`src/rtl/credit_arb_pkg.sv`:
```
// Shared types and helpers for the credit pool arbiter: FSM state, pointer width,
// and the amount-slice extractor used on the packed request-amount bus.
package credit_arb_pkg;

   typedef enum logic [0:0] {
      ARB     = 1'b0,
      RESERVE = 1'b1
   } arb_state_e;

   localparam int MAX_REQ = 8;
   localparam int MAX_AMT = 16;
   // Pointer width covers the largest supported requester count.
   localparam int PTR_SZ  = $clog2(MAX_REQ);

   // Zero-extended slice [i*amt_sz +: amt_sz] of a packed amount bus.
   function automatic logic [MAX_AMT-1:0] amt_of(
      input logic [MAX_REQ*MAX_AMT-1:0] vec,
      input int unsigned                i,
      input int unsigned                amt_sz
   );
      return MAX_AMT'((vec >> (i * amt_sz)) & ~({(MAX_REQ*MAX_AMT){1'b1}} << amt_sz));
   endfunction

endpackage

```
`src/rtl/credit_pool_arbiter_rr_select.sv`:
```
// Round-robin picker: first set bit of mask at or after ptr (wrapping), as one-hot plus index.
module rr_select
   import credit_arb_pkg::*;
#(
   parameter int N = 4
) (
   input  logic [N-1:0]      mask_i,
   input  logic [PTR_SZ-1:0] ptr_i,
   output logic [N-1:0]      gnt_o,
   output logic [PTR_SZ-1:0] idx_o
);

   logic [N-1:0]   rot_mask;
   logic [N-1:0]   first_hot;
   logic [2*N-1:0] unrot;
   int             first_k;
   int             idx_sum;

   always_comb begin
      // Rotate so ptr sits at bit 0, take the lowest set bit, rotate back.
      rot_mask  = N'({mask_i, mask_i} >> ptr_i);
      first_hot = '0;
      first_k   = 0;
      for (int k = N - 1; k >= 0; k--) begin
         if (rot_mask[k]) begin
            first_hot    = '0;
            first_hot[k] = 1'b1;
            first_k      = k;
         end
      end
      unrot = {N'(0), first_hot} << ptr_i;
      gnt_o = unrot[N-1:0] | unrot[2*N-1:N];

      idx_sum = int'(ptr_i) + first_k;
      if (idx_sum >= N) begin
         idx_sum = idx_sum - N;
      end
      idx_o = PTR_SZ'(idx_sum);
   end

endmodule

```
`src/rtl/credit_pool_arbiter.sv`:
```
// Shared credit pool with round-robin grant, same-edge return, saturation at MAX_CREDITS,
// and a starvation guard that reserves the pool for a repeatedly denied pointer requester.
module credit_pool_arbiter
   import credit_arb_pkg::*;
#(
   parameter int NUM_REQ      = 4,
   parameter int CNT_SZ       = 10,
   parameter int AMT_SZ       = 6,
   parameter int INIT_CREDITS = 256,
   parameter int MAX_CREDITS  = 512,
   parameter int STARVE_LIM   = 8
) (
   input  logic                      CLK,
   input  logic                      RST,
   input  logic [NUM_REQ-1:0]        req__ENA,
   input  logic [NUM_REQ*AMT_SZ-1:0] req__v,
   output logic [NUM_REQ-1:0]        req__RDY,
   input  logic                      ret__ENA,
   input  logic [CNT_SZ-1:0]         ret__v,
   output logic                      ret__RDY,
   output logic [CNT_SZ-1:0]         read,
   output logic                      positive,
   output logic                      reserve_active,
   output logic                      overflow_err
);

   localparam int SW = $clog2(STARVE_LIM + 1);

   logic [CNT_SZ-1:0]          cnt_q, cnt_d;
   logic [PTR_SZ-1:0]          ptr_q, ptr_d;
   logic [SW-1:0]              starve_q, starve_d;
   arb_state_e                 state_q, state_d;
   logic                       ovf_q, ovf_d;
   logic                       pos_q, pos_d;

   logic [MAX_REQ*MAX_AMT-1:0] amt_vec;
   logic [CNT_SZ-1:0]          amt [NUM_REQ];
   logic [NUM_REQ-1:0]         elig;
   logic [NUM_REQ-1:0]         ptr_onehot;
   logic [NUM_REQ-1:0]         sel_mask;
   logic [NUM_REQ-1:0]         gnt;
   logic [PTR_SZ-1:0]          gnt_idx;
   logic                       any_gnt;
   logic                       ptr_gnt;
   logic                       ptr_req;
   logic [CNT_SZ-1:0]          gnt_amt;
   logic [CNT_SZ:0]            sum;

   function automatic logic [PTR_SZ-1:0] wrap_inc(input logic [PTR_SZ-1:0] p);
      return (p == PTR_SZ'(NUM_REQ - 1)) ? '0 : p + 1'b1;
   endfunction

   assign amt_vec = (MAX_REQ*MAX_AMT)'(req__v);

   generate
      for (genvar gi = 0; gi < NUM_REQ; gi++) begin : g_amt
         assign amt[gi]  = CNT_SZ'(amt_of(amt_vec, gi, AMT_SZ));
         assign elig[gi] = req__ENA[gi] & (amt[gi] <= cnt_q);
      end
   endgenerate

   assign ptr_onehot = NUM_REQ'(1) << ptr_q;
   assign sel_mask   = (state_q == RESERVE) ? (elig & ptr_onehot) : elig;

   rr_select #(.N(NUM_REQ)) u_sel (
      .mask_i (sel_mask),
      .ptr_i  (ptr_q),
      .gnt_o  (gnt),
      .idx_o  (gnt_idx)
   );

   // A grant in a reset cycle is void, so the handshake is masked too.
   assign req__RDY = RST ? '0 : gnt;

   always_comb begin
      any_gnt = |req__RDY;
      ptr_gnt = |(req__RDY & ptr_onehot);
      ptr_req = |(req__ENA & ptr_onehot);
      gnt_amt = '0;
      for (int i = 0; i < NUM_REQ; i++) begin
         if (req__RDY[i]) begin
            gnt_amt = amt[i];
         end
      end

      ptr_d    = ptr_q;
      starve_d = starve_q;
      state_d  = state_q;
      if (ptr_gnt) begin
         ptr_d    = wrap_inc(ptr_q);
         starve_d = '0;
         state_d  = ARB;
      end else if (!ptr_req) begin
         starve_d = '0;
         state_d  = ARB;
         if (any_gnt) begin
            ptr_d = wrap_inc(gnt_idx);
         end
      end else begin
         if (starve_q != SW'(STARVE_LIM)) begin
            starve_d = starve_q + 1'b1;
         end
         if (starve_d == SW'(STARVE_LIM)) begin
            state_d = RESERVE;
         end
      end

      sum = {1'b0, cnt_q} + (ret__ENA ? {1'b0, ret__v} : '0) - {1'b0, gnt_amt};
      ovf_d = ovf_q;
      if (sum > (CNT_SZ+1)'(MAX_CREDITS)) begin
         cnt_d = CNT_SZ'(MAX_CREDITS);
         ovf_d = 1'b1;
      end else begin
         cnt_d = sum[CNT_SZ-1:0];
      end
      pos_d = (cnt_d != '0);
   end

   always_ff @(posedge CLK) begin
      if (RST) begin
         cnt_q    <= CNT_SZ'(INIT_CREDITS);
         ptr_q    <= '0;
         starve_q <= '0;
         state_q  <= ARB;
         ovf_q    <= 1'b0;
         pos_q    <= (INIT_CREDITS > 0);
      end else begin
         cnt_q    <= cnt_d;
         ptr_q    <= ptr_d;
         starve_q <= starve_d;
         state_q  <= state_d;
         ovf_q    <= ovf_d;
         pos_q    <= pos_d;
      end
   end

   assign ret__RDY       = 1'b1;
   assign read           = cnt_q;
   assign positive       = pos_q;
   assign reserve_active = (state_q == RESERVE);
   assign overflow_err   = ovf_q;

endmodule

```
`config.mk`:
```
export PLATFORM = sky130hd
export DESIGN_NAME = credit_pool_arbiter
export DESIGN_NICKNAME = d
export VERILOG_FILES = /design/src/rtl/credit_arb_pkg.sv /design/src/rtl/credit_pool_arbiter_rr_select.sv /design/src/rtl/credit_pool_arbiter.sv
export SDC_FILE = /design/constraint.sdc
export NUM_CORES = 1
export LEC_CHECK = 0
export CORE_UTILIZATION = 65
export DETAILED_ROUTE_END_ITERATION = 8
export DONT_BUFFER_PORTS = 1
export PLACE_DENSITY = 0.81
export SYNTH_ARGS = -nofsm -noshare
export SYNTH_HDL_FRONTEND = slang
export SYNTH_SLANG_ARGS = --single-unit
export TNS_END_PERCENT = 30
```
`constraint.sdc`:
```
create_clock -name CLK -period 11.4 [get_ports CLK]
set_input_delay 1.71 -clock CLK [delete_from_list [all_inputs] [get_ports CLK]]
set_output_delay 1.71 -clock CLK [all_outputs]
set_load 0.02 [all_outputs]
```
---- Word level (Yosys, flattened, before mapping) ----
Index checks and enable logic that the tools add are counted.
operators by class
  add/sub/neg operators ................... 7
  multipliers ............................. 0
  divide/modulo/power cells ............... 0
  magnitude comparators ................... 6
  eq/ne operators ......................... 5
  shift operators ......................... 3
  mux-type cells .......................... 25
  bitwise operators ....................... 9
  reduce and logical (&&, ||, !) cells .... 7
operators by type and width
  cell                                                               number
  less-or-equal comparator 6 x 10 -> 1 bit                           4
  2-to-1 mux 4 bit                                                   9
  2-to-1 mux 6 bit                                                   4
  2-to-1 mux 10 bit                                                  2
  2-to-1 mux 3 bit                                                   6
  AND 4 bit                                                          3
  OR reduction 4 bit                                                 3
  adder 10 x 10 -> 11 bit                                            1
  > comparator 11 x 10 -> 1 bit, second input constant               1
  subtractor 11 x 6 -> 11 bit                                        1
  nonzero test 10 bit                                                1
  2-to-1 mux 2 bit                                                   4
  << shifter 4 x 3 -> 8 bit                                          1
  right shift 8 x 3 -> 4 bit                                         1
  adder 3 x 1 -> 3 bit, second input constant                        2
  equality test 3 x 2 -> 1 bit, second input constant                2
  OR reduction 6 bit                                                 1
  adder 3 x 2 -> 4 bit                                               1
  adder 4 x 1 -> 4 bit, second input constant                        1
  AND 1 bit                                                          4
  equality test 4 bit, second input constant                         1
  greater-or-equal comparator 4 x 3 -> 1 bit, second input constant  1
  inequality test 4 bit, second input constant                       1
  OR 4 bit                                                           1
  other kinds (6)                                                    6
storage, ports and cells
  register bits after elaboration ......... 20
  bits in latches ......................... 0
  bits in writable memories ............... 0
  memory bits (read-only) ................. 0
  input bits .............................. 41
  output and inout port bits .............. 18
  memories ................................ 0

---- Longest topological paths before layout ----
  depth after elaboration ................. 20
  depth in mapped cells ................... 30
  mapped depth without buffers ............ 27

---- Cells and area by module ----
Synthesis repeated with hierarchy kept, for this count alone.
second synthesis, totals
  cell total of the unflattened synthesis .. 374
  area, all modules ....................... 2952.8 um^2
by module, submodules not included
  module               instances  cells an instance  area an instance (um^2)  seq. area each (um^2)
  credit_pool_arbiter  1          323                2553.7                   400.4
  rr_select            1          51                 399.1                    0.0

---- Worst setup path after synthesis ----
No wires, ideal clock.
  path kind ............................... input-to-reg
  from .................................... in req__v[11]
  to ...................................... reg ovf_q, in the netlist overflow_err
  data arrival time ....................... 6787 ps
  required time ........................... 11280 ps
  slack ................................... 4493 ps
  cell stages on the path ................. 27
  path through ............................ ha_1 -> nand4_1 -> o21bai_1 -> a32o_2 -> a2bb2oi_1 -> o311a_1 -> o2111ai_1 -> o32ai_2 -> a22o_1 -> a211oi_1 -> a21oi_1 -> ha_1 -> inv_1 -> ha_1 -> inv_1 -> fa_1 -> inv_1 -> a21oi_1 -> o21bai_1 -> a21o_1 -> a21o_1 -> a31oi_1 -> xnor2_1 -> or3_1 -> and2_0 -> clkbuf_1 -> o31a_1
between the ends
  elaborated cells between the ends (all ways) .. 18
RTL lines
  item                                        line                                 RTL
  start: declaration                          credit_pool_arbiter.sv:16            input logic [NUM_REQ*AMT_SZ-1:0] req__v,
  less-or-equal comparator 6 x 10 -> 1 bit *  credit_pool_arbiter.sv:58            assign elig[gi] = req__ENA[gi] & (amt[gi] <= cnt_q);
  AND 1 bit *                                 credit_pool_arbiter.sv:58
  AND 4 bit                                   credit_pool_arbiter.sv:63            assign sel_mask = (state_q == RESERVE) ? (elig & ptr_onehot) : elig;
  2-to-1 mux 4 bit *                          credit_pool_arbiter.sv:63
  right shift 8 x 3 -> 4 bit *                credit_pool_arbiter_rr_select.sv:21  rot_mask = N'({mask_i, mask_i} >> ptr_i);
  2-to-1 mux 4 bit (3 in a row)               credit_pool_arbiter_rr_select.sv:25  if (rot_mask[k]) begin
  2-to-1 mux 4 bit *                          credit_pool_arbiter_rr_select.sv:25
  << shifter 4 x 3 -> 8 bit *                 credit_pool_arbiter_rr_select.sv:31  unrot = {N'(0), first_hot} << ptr_i;
  OR 4 bit *                                  credit_pool_arbiter_rr_select.sv:32  gnt_o = unrot[N-1:0] | unrot[2*N-1:N];
  2-to-1 mux 4 bit *                          credit_pool_arbiter.sv:73            assign req__RDY = RST ? '0 : gnt;
  via req__RDY[2]                             credit_pool_arbiter.sv:17            output logic [NUM_REQ-1:0] req__RDY,
  2-to-1 mux 6 bit * (2 in a row)             credit_pool_arbiter.sv:81            if (req__RDY[i]) begin
  subtractor 11 x 6 -> 11 bit *               credit_pool_arbiter.sv:108           sum = {1'b0, cnt_q} + (ret__ENA ? {1'b0, ret__v} : '0) - {1'b0, gnt_amt};
  > comparator 11 x 10 -> 1 bit *             credit_pool_arbiter.sv:110           if (sum > (CNT_SZ+1)'(MAX_CREDITS)) begin
  end signal: assignment                      credit_pool_arbiter.sv:132           ovf_q <= ovf_d;
  end: declaration                            credit_pool_arbiter.sv:33            logic ovf_q, ovf_d;
The timed path passes the listed nets; every way through them passes the cells marked *.
A chain may end at the register's enable or synchronous reset.

---- Worst setup path in the final report ----
  from .................................... in req__v[17]
  to ...................................... reg ovf_q, in the netlist overflow_err
Same word-level chain as after synthesis.

==> impl_results.md <==
* Critical path type: input pin to flip-flop
* Clock Sinks at 20
* Critical Path Fanout Max at 9
* CTS root buf: clkbuf_8
* Post-layout minimum cycle time at between 7 and 8 ns
* Pin count of the biggest net entering global routing at 20
* First-pass GRT wire length at 12.9 mm
* CP Launch Type: input pin
* Worst Path Required at 11.56 ns
* Pwr dens at 254 nW/um^2
* Syn avg cell area at 8.12 sq um
* Std cell rows at 24
* CTS tree: yes
* Cell count after synthesis at 367
* Internal power at approximately 370 uW
* Dpl cells at 409
* Seq/Total Area, Yosys at 13.4%
* Fin Setup TNS at 0 ns
* Port Buffers at 0
* Met1 Use GR at between 40% and 50%
* Post-synth EDFFs at 0
* Initial antenna violation count at 0
* RSZ-0062 raised after global routing: no
* CP arrival at 7.45 ns
* Ports at 59
* Comb pwr share at 73.8%
* Clk_lat worst skew at 0.26 ns
* Synth unique cells at 82
* First-pass DRT Iterations at 7
* Slew @ Worst Pin at 0.759 ns
* Clock Path Buffers at 2
* Most common cell after layout, fill and taps aside: ha_1
* Post-layout instance area at 3070 sq um
* Final setup margin at 4.11 ns
* Clk_skew at between 0.004 and 0.005 ns
* Final net count at roughly 460
* Worst Hold Class: flip-flop to flip-flop
* Worst vdd ir at 0.000156 V
* RePlAce Congestion at 1.03
* CTS Buf Count at 3
* Post_cts resized at 0
* Total GRT Usage at between 30% and 40%
* Mapped cell area at 2980 sq um
* DIE AREA at around 4900 sq um
* Routed WL at roughly 7.8 mm
* Die height at 69.7 microns
* Maxcap violations at 0
* Clk slew on worst S/H paths at 0.08 ns
* Final ANT Viol Nets at 0
* Top_reg_cell synth: dfxtp_1
* Met2 usage at 53.6%
* Syn. warnings at 0
* Commonest non-fill, non-tap cells in the layout: ha_1 (48), inv_1 (43), nand2_1 (26)
* Final Non-Filler Cells at 413
* Detailed Route Iter0 Violations at ~340
* GRT Max-Usage Layer: met2
* Reg power frac at 16.9%
* Leakage at 1.33 nW
* Sw Ratio at 52.6%
* DP HPWL at 6.38 mm
* Diode count at 0
* Post-synth ARST share at 0%
* Core ar. at 4380 sq um
* Avg WL per Cell at 18.9 microns
* Fraction of layout instances using a drive strength above 1 at under 10%
* Max Slew Vio Count at 0
* Synth Register Bits at 20
* Via count at 2,846
* GRT Residual Overflow at 0
* Setup crit end kind: flip-flop
* Chip width at 69.7 microns
* Area grow syn2layout at 3.02%
* Final cycle utilization of the critical path at 63.9%
* Fin. Hold Viols at 0
* R2R Setup Slk at 4.23 ns
* Area post-placement at 3000 sq um
* DR vias/cell at 6.89
* DRC Markers at 0
* Status: finished clean
* Place WS at 3.94 ns
* Setup Fix Bufs, Post-CTS at 0
* Overall Power at 781 uW
* Number of global-route vias before repair at between 2,000 and 3,000
* Initial core utilization at 68.0%
* Clock power frac at 9.2%
* Syn nets at 463
* Finish-stage setup viols at 0
* Max H-tree Level at 1
* Highest Clock Rate at between 100 and 150 MHz
* Net Sw Power at 411 uW
* Cts hold-fix bufs at 0
* Number of filler instances in the final layout at approximately 370
* Global-route met3 utilization at a little over 7%
* Slew margin rel. at 49.4%
==> cells by family after synthesis <==
kind of cell | count (synthesis) | synth area share (%)
muxes | 3 | 1.05
and+or+nand+nor | 114 | 21.2
other | 1 | 0.126
AOI/OAI and AO/OA | 110 | 29.2
adders and majority gates | 55 | 24.8
buffers and inverters | 53 | 6.97
xor gates and xnor gates | 11 | 3.23
DFF | 20 | 13.4
==> path summary, 6_finish.rpt <==
kind | startpoint | end | depth (start not counted)
worst min register to register | starve_q[3] | starve_q[3] | 2
worst max register to register | ptr_q[1] | overflow_err | 27
worst min-delay path | starve_q[3] | starve_q[3] | 2
worst max-delay path | req__v[17] | overflow_err | 26
==> Yosys cell counts, types with 4 or more instances <==
library cell  count  area (sq um)
o21ai_0           7          35.0
a21oi_1          25           125
nor2_1           19          71.3
a22oi_1           6          45.0
buf_2             4          20.0
nand2_1          26          97.6
xnor2_1           6          52.6
a222oi_1          4          40.0
and2_1            5          31.3
nand3_1          11          55.1
o21ai_1           6          30.0
a31oi_1           4          25.0
a21o_1            9          67.6
nand4_1           6          37.5
nor4_1            6          37.5
o21bai_1          4          30.0
fa_1              7           140
dfxtp_1          20           400
ha_1             48           601
nor3_1            6          30.0
nand2b_1          7          43.8
clkbuf_1          5          18.8
xor2_1            5          43.8
nor2b_1           6          37.5
inv_1            43           161
==> power by group through the flow <==
stage          clock network, mW  registers [mW]  logic [mW]
2_1_floorplan                  0           0.121       0.467
3_3_place_gp                   0           0.134       0.554
3_5_place_dp                   0           0.133       0.566
4_1_cts                   0.0736           0.132       0.570
5_1_grt                   0.0751           0.136       0.645
6_report                  0.0721           0.132       0.577
==> per-layer routing <==
| metal | part of all wire, % | routed length, microns |
|---|---|---|
| met1 | 42 | 3310 |
| met2 | 47 | 3670 |
| met3 | 8.1 | 630 |
| met4 | 2.5 | 198 |
| met5 | 0 | 0 |
==> flip-flops by register name (all words and copies together), names as in the netlist <==
| name | flops |
|---|---|
| ptr_q | 3 |
| positive | 1 |
| starve_q | 4 |
| reserve_active | 1 |
| read | 10 |
| overflow_err | 1 |
==> final cells by class <==
cell class              instances  area, sq um  share of cell area [%]
flip-flops and latches         20          400                    13.0
clock buffers                   3         41.3                    1.34
multi-input cells             294         2370                    77.3
clock inverters                 1         30.0                   0.978
well taps                      52         65.1                    2.12
inverters                      43          161                    5.25
==> per-stage QoR <==
step,util [%],hold WS (ns)
after global placement,68.4,0.540
after detailed placement,68.4,0.550
after global routing,70.1,0.637
after floorplan,-,0.512
after CTS,70.1,0.572
final,70.1,0.574
==> worst max-delay path: stages <==
cell and delay, ns:
ha_1 0.30, nand4_1 0.16, a21oi_1 0.21, o32a_2 0.28
a2bb2oi_1 0.31, o311a_1 0.28, o2111ai_1 0.22, o32ai_2 0.70
a22o_1 0.24, a211oi_1 0.06, a21oi_1 0.15, ha_1 0.24
inv_1 0.06, ha_1 0.16, inv_1 0.06, fa_1 0.42
inv_1 0.07, a21oi_1 0.07, o21bai_1 0.19, a21o_1 0.16
a21o_1 0.14, xnor2_1 0.15, nand4_1 0.10, or3_1 0.40
and2_0 0.28, o31a_1 0.32
No activity file was read; power rests on OpenSTA's default activity.
